[config.mk]
export PLATFORM = sky130hd
export DESIGN_NAME = tick_uart_tx
export DESIGN_NICKNAME = d
export VERILOG_FILES = /design/src/rtl/tick_uart_tx.sv
export SDC_FILE = /design/constraint.sdc
export NUM_CORES = 1
export LEC_CHECK = 0
export CAP_MARGIN = 20
export CORE_MARGIN = 1
export CORE_UTILIZATION = 32
export DETAILED_ROUTE_END_ITERATION = 12
export PLACE_DENSITY_LB_ADDON = 0.12
export SLEW_MARGIN = 5
export SYNTH_ARGS = -nofsm -noshare
export SYNTH_HDL_FRONTEND = slang
export SYNTH_SLANG_ARGS = --single-unit
export TNS_END_PERCENT = 5
[constraint.sdc]
create_clock -name clk_FPGA -period 2 [get_ports clk_FPGA]
set_input_delay 0.3 -clock clk_FPGA [delete_from_list [all_inputs] [get_ports clk_FPGA]]
set_output_delay 0.3 -clock clk_FPGA [all_outputs]
set_load 0.01 [all_outputs]
[src/rtl/tick_uart_tx.sv]
// Tick-paced UART transmitter: 1 start bit, DATA_BITS payload bits (LSB first),
// optional even parity, STOP_BITS stop bits. Bit timing comes from the rising edges of baud_clock.
module tick_uart_tx #(
    parameter int DATA_BITS = 8,
    parameter int STOP_BITS = 1,
    parameter int PARITY_EN = 0
) (
    input  logic                 clk_FPGA,
    input  logic                 reset,
    input  logic                 baud_clock,
    input  logic                 tx_start,
    input  logic [DATA_BITS-1:0] tx_data,
    output logic                 tx_serial,
    output logic                 tx_busy,
    output logic                 tx_done
);

    localparam int                CNT_W     = $clog2(DATA_BITS);
    localparam logic [CNT_W-1:0]  LAST_BIT  = CNT_W'(DATA_BITS - 1);
    localparam logic              STOP_LAST = 1'(STOP_BITS - 1);

    typedef enum logic [2:0] {
        IDLE,
        SYNC,
        START,
        DATA,
        PARITY,
        STOP
    } state_t;

    state_t               state;
    state_t               state_next;
    logic                 baud_q;
    logic                 tick;
    logic                 accept;
    logic [DATA_BITS-1:0] shift_reg;
    logic [DATA_BITS-1:0] shift_next;
    logic [CNT_W-1:0]     bit_cnt;
    logic [CNT_W-1:0]     bit_cnt_next;
    logic                 stop_cnt;
    logic                 stop_cnt_next;
    logic                 parity_bit;
    logic                 parity_next;
    logic                 serial_next;
    logic                 done_next;

    function automatic logic even_parity(input logic [DATA_BITS-1:0] d);
        return ^d;
    endfunction

    // baud_q resets high so a baud_clock already high at release is not seen as an edge.
    assign tick   = baud_clock & ~baud_q;
    // The tx_done cycle is already IDLE, but a request there must be ignored.
    assign accept = (state == IDLE) && tx_start && !tx_done;

    always_ff @(posedge clk_FPGA or posedge reset) begin
        if (reset) begin
            state <= IDLE;
        end else begin
            state <= state_next;
        end
    end

    always_comb begin
        state_next    = state;
        shift_next    = shift_reg;
        bit_cnt_next  = bit_cnt;
        stop_cnt_next = stop_cnt;
        parity_next   = parity_bit;
        done_next     = 1'b0;
        case (state)
            IDLE: begin
                if (accept) begin
                    shift_next    = tx_data;
                    parity_next   = even_parity(tx_data);
                    bit_cnt_next  = '0;
                    stop_cnt_next = 1'b0;
                    state_next    = SYNC;
                end
            end
            SYNC: begin
                if (tick) begin
                    state_next = START;
                end
            end
            START: begin
                if (tick) begin
                    state_next = DATA;
                end
            end
            DATA: begin
                if (tick) begin
                    shift_next = {1'b0, shift_reg[DATA_BITS-1:1]};
                    if (bit_cnt == LAST_BIT) begin
                        bit_cnt_next = '0;
                        state_next   = (PARITY_EN != 0) ? PARITY : STOP;
                    end else begin
                        bit_cnt_next = bit_cnt + 1'b1;
                    end
                end
            end
            PARITY: begin
                if (tick) begin
                    state_next = STOP;
                end
            end
            STOP: begin
                if (tick) begin
                    if (stop_cnt == STOP_LAST) begin
                        stop_cnt_next = 1'b0;
                        state_next    = IDLE;
                        done_next     = 1'b1;
                    end else begin
                        stop_cnt_next = stop_cnt + 1'b1;
                    end
                end
            end
            default: begin
                state_next = IDLE;
            end
        endcase
    end

    // Line level is decided from the upcoming state so the output can be a plain register.
    always_comb begin
        case (state_next)
            START:   serial_next = 1'b0;
            DATA:    serial_next = shift_next[0];
            PARITY:  serial_next = parity_next;
            default: serial_next = 1'b1;
        endcase
    end

    always_ff @(posedge clk_FPGA or posedge reset) begin
        if (reset) begin
            baud_q     <= 1'b1;
            shift_reg  <= '0;
            bit_cnt    <= '0;
            stop_cnt   <= 1'b0;
            parity_bit <= 1'b0;
            tx_serial  <= 1'b1;
            tx_busy    <= 1'b0;
            tx_done    <= 1'b0;
        end else begin
            baud_q     <= baud_clock;
            shift_reg  <= shift_next;
            bit_cnt    <= bit_cnt_next;
            stop_cnt   <= stop_cnt_next;
            parity_bit <= parity_next;
            tx_serial  <= serial_next;
            tx_busy    <= (state_next != IDLE);
            tx_done    <= done_next;
        end
    end

endmodule

==> flow_metrics.tcl, run 1 <==
set metrics [dict create \
    whs_ns 0.304 \
    area_growth_pct 23.1 \
    leakage_uw 0.000511 \
    synth_cell_type_count 30 \
    drt_iter0_markers 15 \
    ios 15 \
    grt_start_max_net_pins 20 \
    dp_hpwl_um 1320 \
    slowest_stage "dfstp_2" \
    synth_common_cells "dfrtp_1, a221o_1, and3_1, xnor2_1" \
    max_freq_mhz 607 \
    met3_usage 0.0484 \
    synth_top_area_cell "dfrtp_1" \
    path_cells "clkdlybuf4s50_1" \
    fin_crit_sh 0.823 \
    clock_skew_ns 0.0116 \
    crit_buf_inv 1 \
    grt_use_total 0.135 \
    grt_overflow_total 0 \
    setup_viol 0 \
    die_w_um 56.3 \
    power.total_uw 1150 \
    path_delay_family "flip-flops" \
    floorplan.initialDensity 0.339 \
    dp_slack_ns 0.0926 \
    vias 692 \
    diodes 0 \
    clockRootBuffer "clkbuf_4" \
    min_path_type "primary input to asynchronous set/reset pin" \
    fp-row-count 19 \
    synth_area_um2 942 \
    worstMarginPinSlew_ns 0.428 \
    outcome "finished clean" \
    synth-seq-cells 19 \
    antenna_found_initial 0 \
    slew_headroom 0.714 \
    fin_crit_ns 1.65 \
    worstSetupEndpointType "primary output" \
    drt-vias-per-instance 5.24 \
    cts_tree "yes" \
    drc_errors 0 \
    async_flop_share 1.00 \
    crit_type "flip-flop to primary output" \
    ys.flop_type "dfrtp_1" \
    fin_util 0.417 \
    power.density_nw_per_um2 995 \
    max_stage_delay_ns 0.53 \
    yosysSeqAreaShare 0.507 \
    cts_hold_buf 0 \
    clock_sinks 19 \
    use_met1 0.196 \
    dieArea_um2 3170 \
    cts-buffers-inserted 3 \
    ys_warn_count 0 \
    drv_cap 0 \
    yosysMostFrequentCell "dfrtp_1" \
    gp_congestion 0.744 \
    path_max_fanout 1 \
    portBuffers 14 \
    yosysTopAreaCellShare 0.452 \
    required_ns 1.70 \
    use_met2 0.192 \
    maxSlewViolCount 0 \
    cp.arrival_ns 1.35 \
    final_nets 116 \
    coreArea_um2 2780 \
    insertion_delay_ns 0.30 \
    drive_gt1_frac 0.129 \
    drtAntennaViolNets 0 \
    busiest_layer "met1" \
    synth-edff-count 0 \
    vdd.ir_drop.worst_mv 0.503 \
    grt_pass1_wl_um 3330 \
    synth_area_leaders "dfrtp_1, a221o_1, xnor2_1" \
    clockBufferDepth 2 \
    post-cts-setup-buffer-count 0 \
    startpoint "tx_serial" \
    syn_inst 83 \
    tns_ns 0 \
    cp-start-kind "flip-flop" \
    die_h_um 56.3 \
    cts_resized 0 \
    synth_nets 97 \
    routedWlPerCell_um 14.0 \
    r2r-start "state[2]" \
    firstDrtPassIters 4 \
    drt_wl_total_um 1840 \
    syn_avg_cell_area_um2 11.4 \
    grt_pass1_vias 720 \
    grt_setup_unrepaired "false" \
    clk_pin_slew_ns 0.12 \
    final_hold_viol_count 0 \
    setup_ws_ns 0.353 \
    htreeDepth 1 \
    largest_reg_flops 8 \
]
==> power breakdown <==
part / internal [uW] / total, uW / switching, uW
sequential: 494 / 565 / 70.8
combinational: 216 / 396 / 180
clock: 74.4 / 194 / 120
==> cell type report <==
cell class,instances,area (um2)
Sequential cell,19,478
Clock buffer,3,22.5
Inverter,2,7.51
Timing Repair Buffer,18,170
Fill cell,279,1620
Tap cell,31,38.8
Multi-Input combinational cell,58,438
Clock inverter,1,5.00
==> stage by stage <==
| step | instance area, um2 | cells |
|---|---|---|
| floorplan | 942 | 83 |
| detailed placement | 1130 | 128 |
| global route | 1160 | 132 |
| global placement | 1130 | 128 |
| CTS | 1160 | 132 |
| finish | 1160 | 132 |
==> cells in the final DEF, fill, tap and decap left out, drive strengths merged, types with 3 or more instances in the layout <==
cell	n
and3	8
nand2	3
clkbuf	3
clkdlybuf4s50	14
a22o	4
dfrtp	17
a221o	7
buf	4
xnor2	7
nor2	4
a21oi	3
==> layer usage <==
metal | routed length [um] | up-vias | part of all wire
met5 | 0 | - | 0
met3 | 70 | 2 | 0.038
li1 | - | 348 | -
met2 | 801 | 15 | 0.43
met1 | 952 | 327 | 0.52
met4 | 19 | 0 | 0.010
==> kinds of logic (layout without fill, tap and decap cells) <==
group                      count (synthesis)  after routing  share of synthesized area
DFF                                       19             19                      0.507
buffers and inverters                      6             24                     0.0279
AOI/OAI and AO/OA                         24             24                      0.209
xor gates and xnor gates                   7              7                     0.0651
and+or+nand+nor                           25             25                      0.165
adders and majority gates                  2              2                     0.0266
==> path summary, 6_finish.rpt <==
| kind | slack (ns) | endpoint | depth (start not counted) |
|---|---|---|---|
| worst max-delay path | 0.35 | tx_serial | 1 |
| worst min-delay path | 0.30 | bit_cnt[1] | 3 |
| worst max register to register | 0.39 | shift_reg[5] | 4 |
| worst min register to register | 0.51 | shift_reg[4] | 1 |
| max in group asynchronous | 1.43 | tx_serial | 3 |
| min in group clk_FPGA | 0.48 | baud_q | 1 |
==> worst min-delay path: stages <==
cell,delay (ns)
clkdlybuf4s50_1,0.39
inv_1,0.05
buf_4,0.25
No activity file was read; power rests on OpenSTA's default activity.
==> inputs of run 2 (changes only) <==
clock period = 1.5 ns   (was 2 ns; I/O delays follow)
==> run 2 against run 1 <==
Net effect:
- sequential power grew 35%
- cell area grew 7.1%
- first-iteration DRC count grew 20%
- power grew 42%
- setup slack lost 0.35 ns
- utilization grew 3.0 points
- highest routed layer unchanged
- non-clock buffer count grew 11
- sequential share of layout area shrank 2.6 points
- worst hold slack lost 0.077 ns
- combinational power grew 51%
- wire length grew 9.4%
==> flow_metrics.tcl, run 2 (synthesis gave the netlist of run 1 again) <==
set metrics [dict create \
    outcome "finished clean" \
    cts_tree "yes" \
    cp-start-kind "flip-flop" \
    htreeDepth 1 \
    antenna_found_initial 0 \
    slew_headroom 0.763 \
    drtAntennaViolNets 0 \
    min_path_type "primary input to asynchronous set/reset pin" \
    largest_reg_flops 8 \
    cts_hold_buf 0 \
    grt_setup_unrepaired "true" \
    grt_pass1_vias 685 \
    grt_use_total 0.142 \
    cts-buffers-inserted 3 \
    fin_cells 143 \
    reg2reg_slack_ns 0.008 \
    vdd.ir_drop.worst_mv 0.838 \
    area_growth_pct 31.9 \
    path_max_fanout 4 \
    die_w_um 56.3 \
    portBuffers 14 \
    drt_iter0_markers 18 \
    insertion_delay_ns 0.30 \
    firstDrtPassIters 4 \
    clock_sinks 19 \
    routedWlPerCell_um 14.1 \
    drc_errors 0 \
    tns_ns 0 \
    coreArea_um2 2780 \
    clock_skew_ns 0.00362 \
    drv_cap 0 \
    setup_viol 0 \
    final_hold_viol_count 0 \
    worstRegToRegCells 4 \
    final_nets 127 \
    final_common_cell "dfrtp_1" \
    fin_crit_ns 1.49 \
    drt_wl_total_um 2020 \
    drt-vias-per-instance 5.34 \
    grt_overflow_total 0 \
    worstMarginPinSlew_ns 0.351 \
    fin_crit_sh 0.995 \
    drive_gt1_frac 0.223 \
    fp-row-count 19 \
    max_freq_mhz 670 \
    cp.arrival_ns 1.74 \
    gp_congestion 0.763 \
    dp_hpwl_um 1420 \
    leakage_uw 0.000566 \
    power.density_nw_per_um2 1320 \
    clockBufferDepth 2 \
    maxSlewViolCount 0 \
    dp_cells 138 \
    clockRootBuffer "clkbuf_4" \
    clk_pin_slew_ns 0.12 \
    diodes 0 \
    required_ns 1.75 \
    die_h_um 56.3 \
    ios 15 \
    grt_pass1_wl_um 3400 \
    floorplan.initialDensity 0.339 \
    grt_start_max_net_pins 20 \
    layout_common_cells "dfrtp_1, buf_4, clkdlybuf4s50_1" \
    worstSetupEndpointType "flip-flop" \
    dieArea_um2 3170 \
    crit_type "flip-flop to flip-flop" \
    fillers 259 \
    vias 764 \
]
[run 2: through the flow]
step	setup slack (ns)	hold WS, ns	instance area, um2	utilization	power, uW
floorplan	0.0857	0.175	942	-	1120
global placement	-0.211	0.479	1210	0.434	1350
detailed placement	-0.201	0.482	1210	0.434	1360
CTS	0.0215	0.230	1230	0.443	1630
global route	-0.0266	0.277	1240	0.447	1750
finish	0.00797	0.227	1240	0.447	1640
[run 2: path summary, 6_finish.rpt]
check | start | end
max | baud_q | tx_serial
min | reset | bit_cnt[2]
max reg2reg | baud_q | tx_serial
min reg2reg | shift_reg[7] | shift_reg[7]
max in group asynchronous | reset | baud_q
min in group clk_FPGA | baud_clock | baud_q
[run 2: cell type report]
type	instances	area, um2	area share
Sequential cell	19	479	0.386
Multi-Input combinational cell	58	439	0.353
Timing Repair Buffer	29	251	0.202
Tap cell	31	38.8	0.0312
Clock buffer	4	26.3	0.0211
Inverter	2	7.51	0.00604
[run 2: report_power, final]
part | switching (uW) | internal [uW]
combinational | 256 | 342
sequential | 103 | 661
clock | 172 | 104
[run 2: what timing repair did]
action                     4_1_cts  5_1_grt
setup buffers                    0        1
pin swaps                        0        1
resized for setup                1        2
setup endpoints to repair        1        4
[run 2: critical path, cell delays in order (launching register included)]
cell and delay [ns]:
dfstp_2 0.55, and3b_2 0.23, and3_1 0.16, a221o_1 0.29
a31o_1 0.21
[run 2: metal layers]
metal / part of all wire / GRT usage
met1: 0.52 / 0.214
met2: 0.42 / 0.194
met3: 0.041 / 0.0438
met4: 0.013 / 0.0418
met5: 0 / 0
==> inputs of run 3 (changes only) <==
clock period = 1.7 ns   (was 1.5 ns; I/O delays follow)
==> run 3 against run 2 <==
Net effect:
- via count fell by 4.3%
- sequential share of layout area increased by 2.2 points
- clock-buffer cell count did not move
- sequential power is 11% lower
- die area stayed put
- clock power fell by 15%
- largest power group unchanged
- wire length fell by 7.5%
- largest cell class unchanged
- setup slack improved by 0.090 ns
- global-route usage is 0.20 points lower
==> flow_metrics.tcl, run 3 (synthesis gave the netlist of run 1 again) <==
set metrics [dict create \
    wl_met3_um 98 \
    post-cts-setup-buffer-count 0 \
    final_common_cell "dfrtp_1" \
    fin_util 0.422 \
    fin_crit_sh 0.942 \
    grt_start_max_net_pins 14 \
    routedWlPerCell_um 13.9 \
    drt-vias-per-instance 5.46 \
    drc_errors 0 \
    path_max_fanout 1 \
    vdd.ir_drop.worst_mv 0.874 \
    max_freq_mhz 624 \
    floorplan.initialDensity 0.339 \
    power.density_nw_per_um2 1180 \
    stdcell_area_um2 1170 \
    wl_met2_um 800 \
    drtAntennaViolNets 0 \
    power_frac_comb 0.339 \
    dp_hpwl_um 1360 \
    cts_tree "yes" \
    slew_headroom 0.757 \
    dieArea_um2 3170 \
    p_seq_frac 0.491 \
    dp_cells 130 \
    cts-buffers-inserted 3 \
    cp-start-kind "flip-flop" \
    fin_crit_ns 1.60 \
    postPlaceCellArea_um2 1150 \
    path_delay_family "flip-flops" \
    switching_share 0.320 \
    outcome "finished clean" \
    clockPowerShare 0.170 \
    antenna_found_initial 0 \
    gp_congestion 0.768 \
    fp-row-count 19 \
    cts_resized 0 \
    layout_common_cells "dfrtp_1, clkdlybuf4s50_1, and3_1, a221o_1, xnor2_1" \
    grt_setup_unrepaired "false" \
    grt_use_total 0.140 \
    cts_hold_buf 0 \
    die_w_um 56.3 \
    slowest_stage "dfstp_2" \
    clk_pin_slew_ns 0.11 \
    grt_pass1_wl_um 3350 \
    path_cells "clkdlybuf4s50_1" \
    internal-power_uw 940 \
    worstSetupEndpointType "primary output" \
    coreArea_um2 2780 \
    largest_reg_flops 8 \
    maxSlewViolCount 0 \
    worstMarginPinSlew_ns 0.360 \
    max_stage_delay_ns 0.53 \
    clockRootBuffer "clkbuf_4" \
    dr.max_layer_used "met4" \
    htreeDepth 1 \
    cp.arrival_ns 1.35 \
    final_nets 118 \
    final_hold_viol_count 0 \
    die_h_um 56.3 \
    grt_pass1_vias 709 \
    grt_overflow_total 0 \
    met1Wirelength_um 936 \
    crit_buf_inv 1 \
    firstDrtPassIters 4 \
    setup_viol 0 \
    required_ns 1.44 \
    leakage_uw 0.000517 \
    crit_type "flip-flop to primary output" \
    drive_gt1_frac 0.136 \
    portBuffers 14 \
    vias 731 \
    clock_sinks 19 \
    drt_wl_total_um 1870 \
    p_switching_uw 443 \
    dp_slack_ns -0.0718 \
    area_growth_pct 24.6 \
    drt_iter0_markers 8 \
    fin_cells 134 \
    insertion_delay_ns 0.30 \
    min_path_type "primary input to asynchronous set/reset pin" \
    ios 15 \
    setup_ws_ns 0.0980 \
    clockBufferDepth 2 \
    diodes 0 \
    drv_cap 0 \
    clock_skew_ns 0.00143 \
]
run 3: final timing paths:
kind                              start  cells past startpoint      endpoint  slack (ns)
max in group asynchronous         reset                      3     tx_serial        1.01
hold reg to reg            shift_reg[7]                      1  shift_reg[7]        0.50
min in group clk_FPGA        baud_clock                      1        baud_q        0.44
hold / removal                    reset                      2    bit_cnt[2]        0.16
setup / recovery              tx_serial                      1     tx_serial         0.1
setup reg to reg               state[1]                      5     tx_serial        0.15
run 3: per-stage QoR:
stage	hold slack, ns	total power [uW]	setup TNS, ns
floorplan	0.205	989	0
global placement	0.478	1150	-0.0262
detailed placement	0.479	1160	-0.343
CTS	0.160	1400	0
global route	0.171	1490	0
finish	0.158	1380	0
run 3: layer usage:
metal,up-vias,track usage
met5,-,0
met4,0,0.0418
met3,4,0.0507
met2,19,0.190
met1,353,0.206
li1,355,-
run 3: final cells by class:
type	count	area (um2)
Fill cell	274	1610
Multi-Input combinational cell	58	438
Inverter	2	7.51
Sequential cell	19	478
Clock buffer	4	26.3
Tap cell	31	38.8
Timing Repair Buffer	20	185
run 3: power by group through the flow:
stage	combinational, uW	clock (uW)	sequential, uW
3_3_place_gp	467	0	686
5_1_grt	530	263	699
3_5_place_dp	467	0	688
4_1_cts	472	249	679
2_1_floorplan	335	0	654
6_report	469	235	679
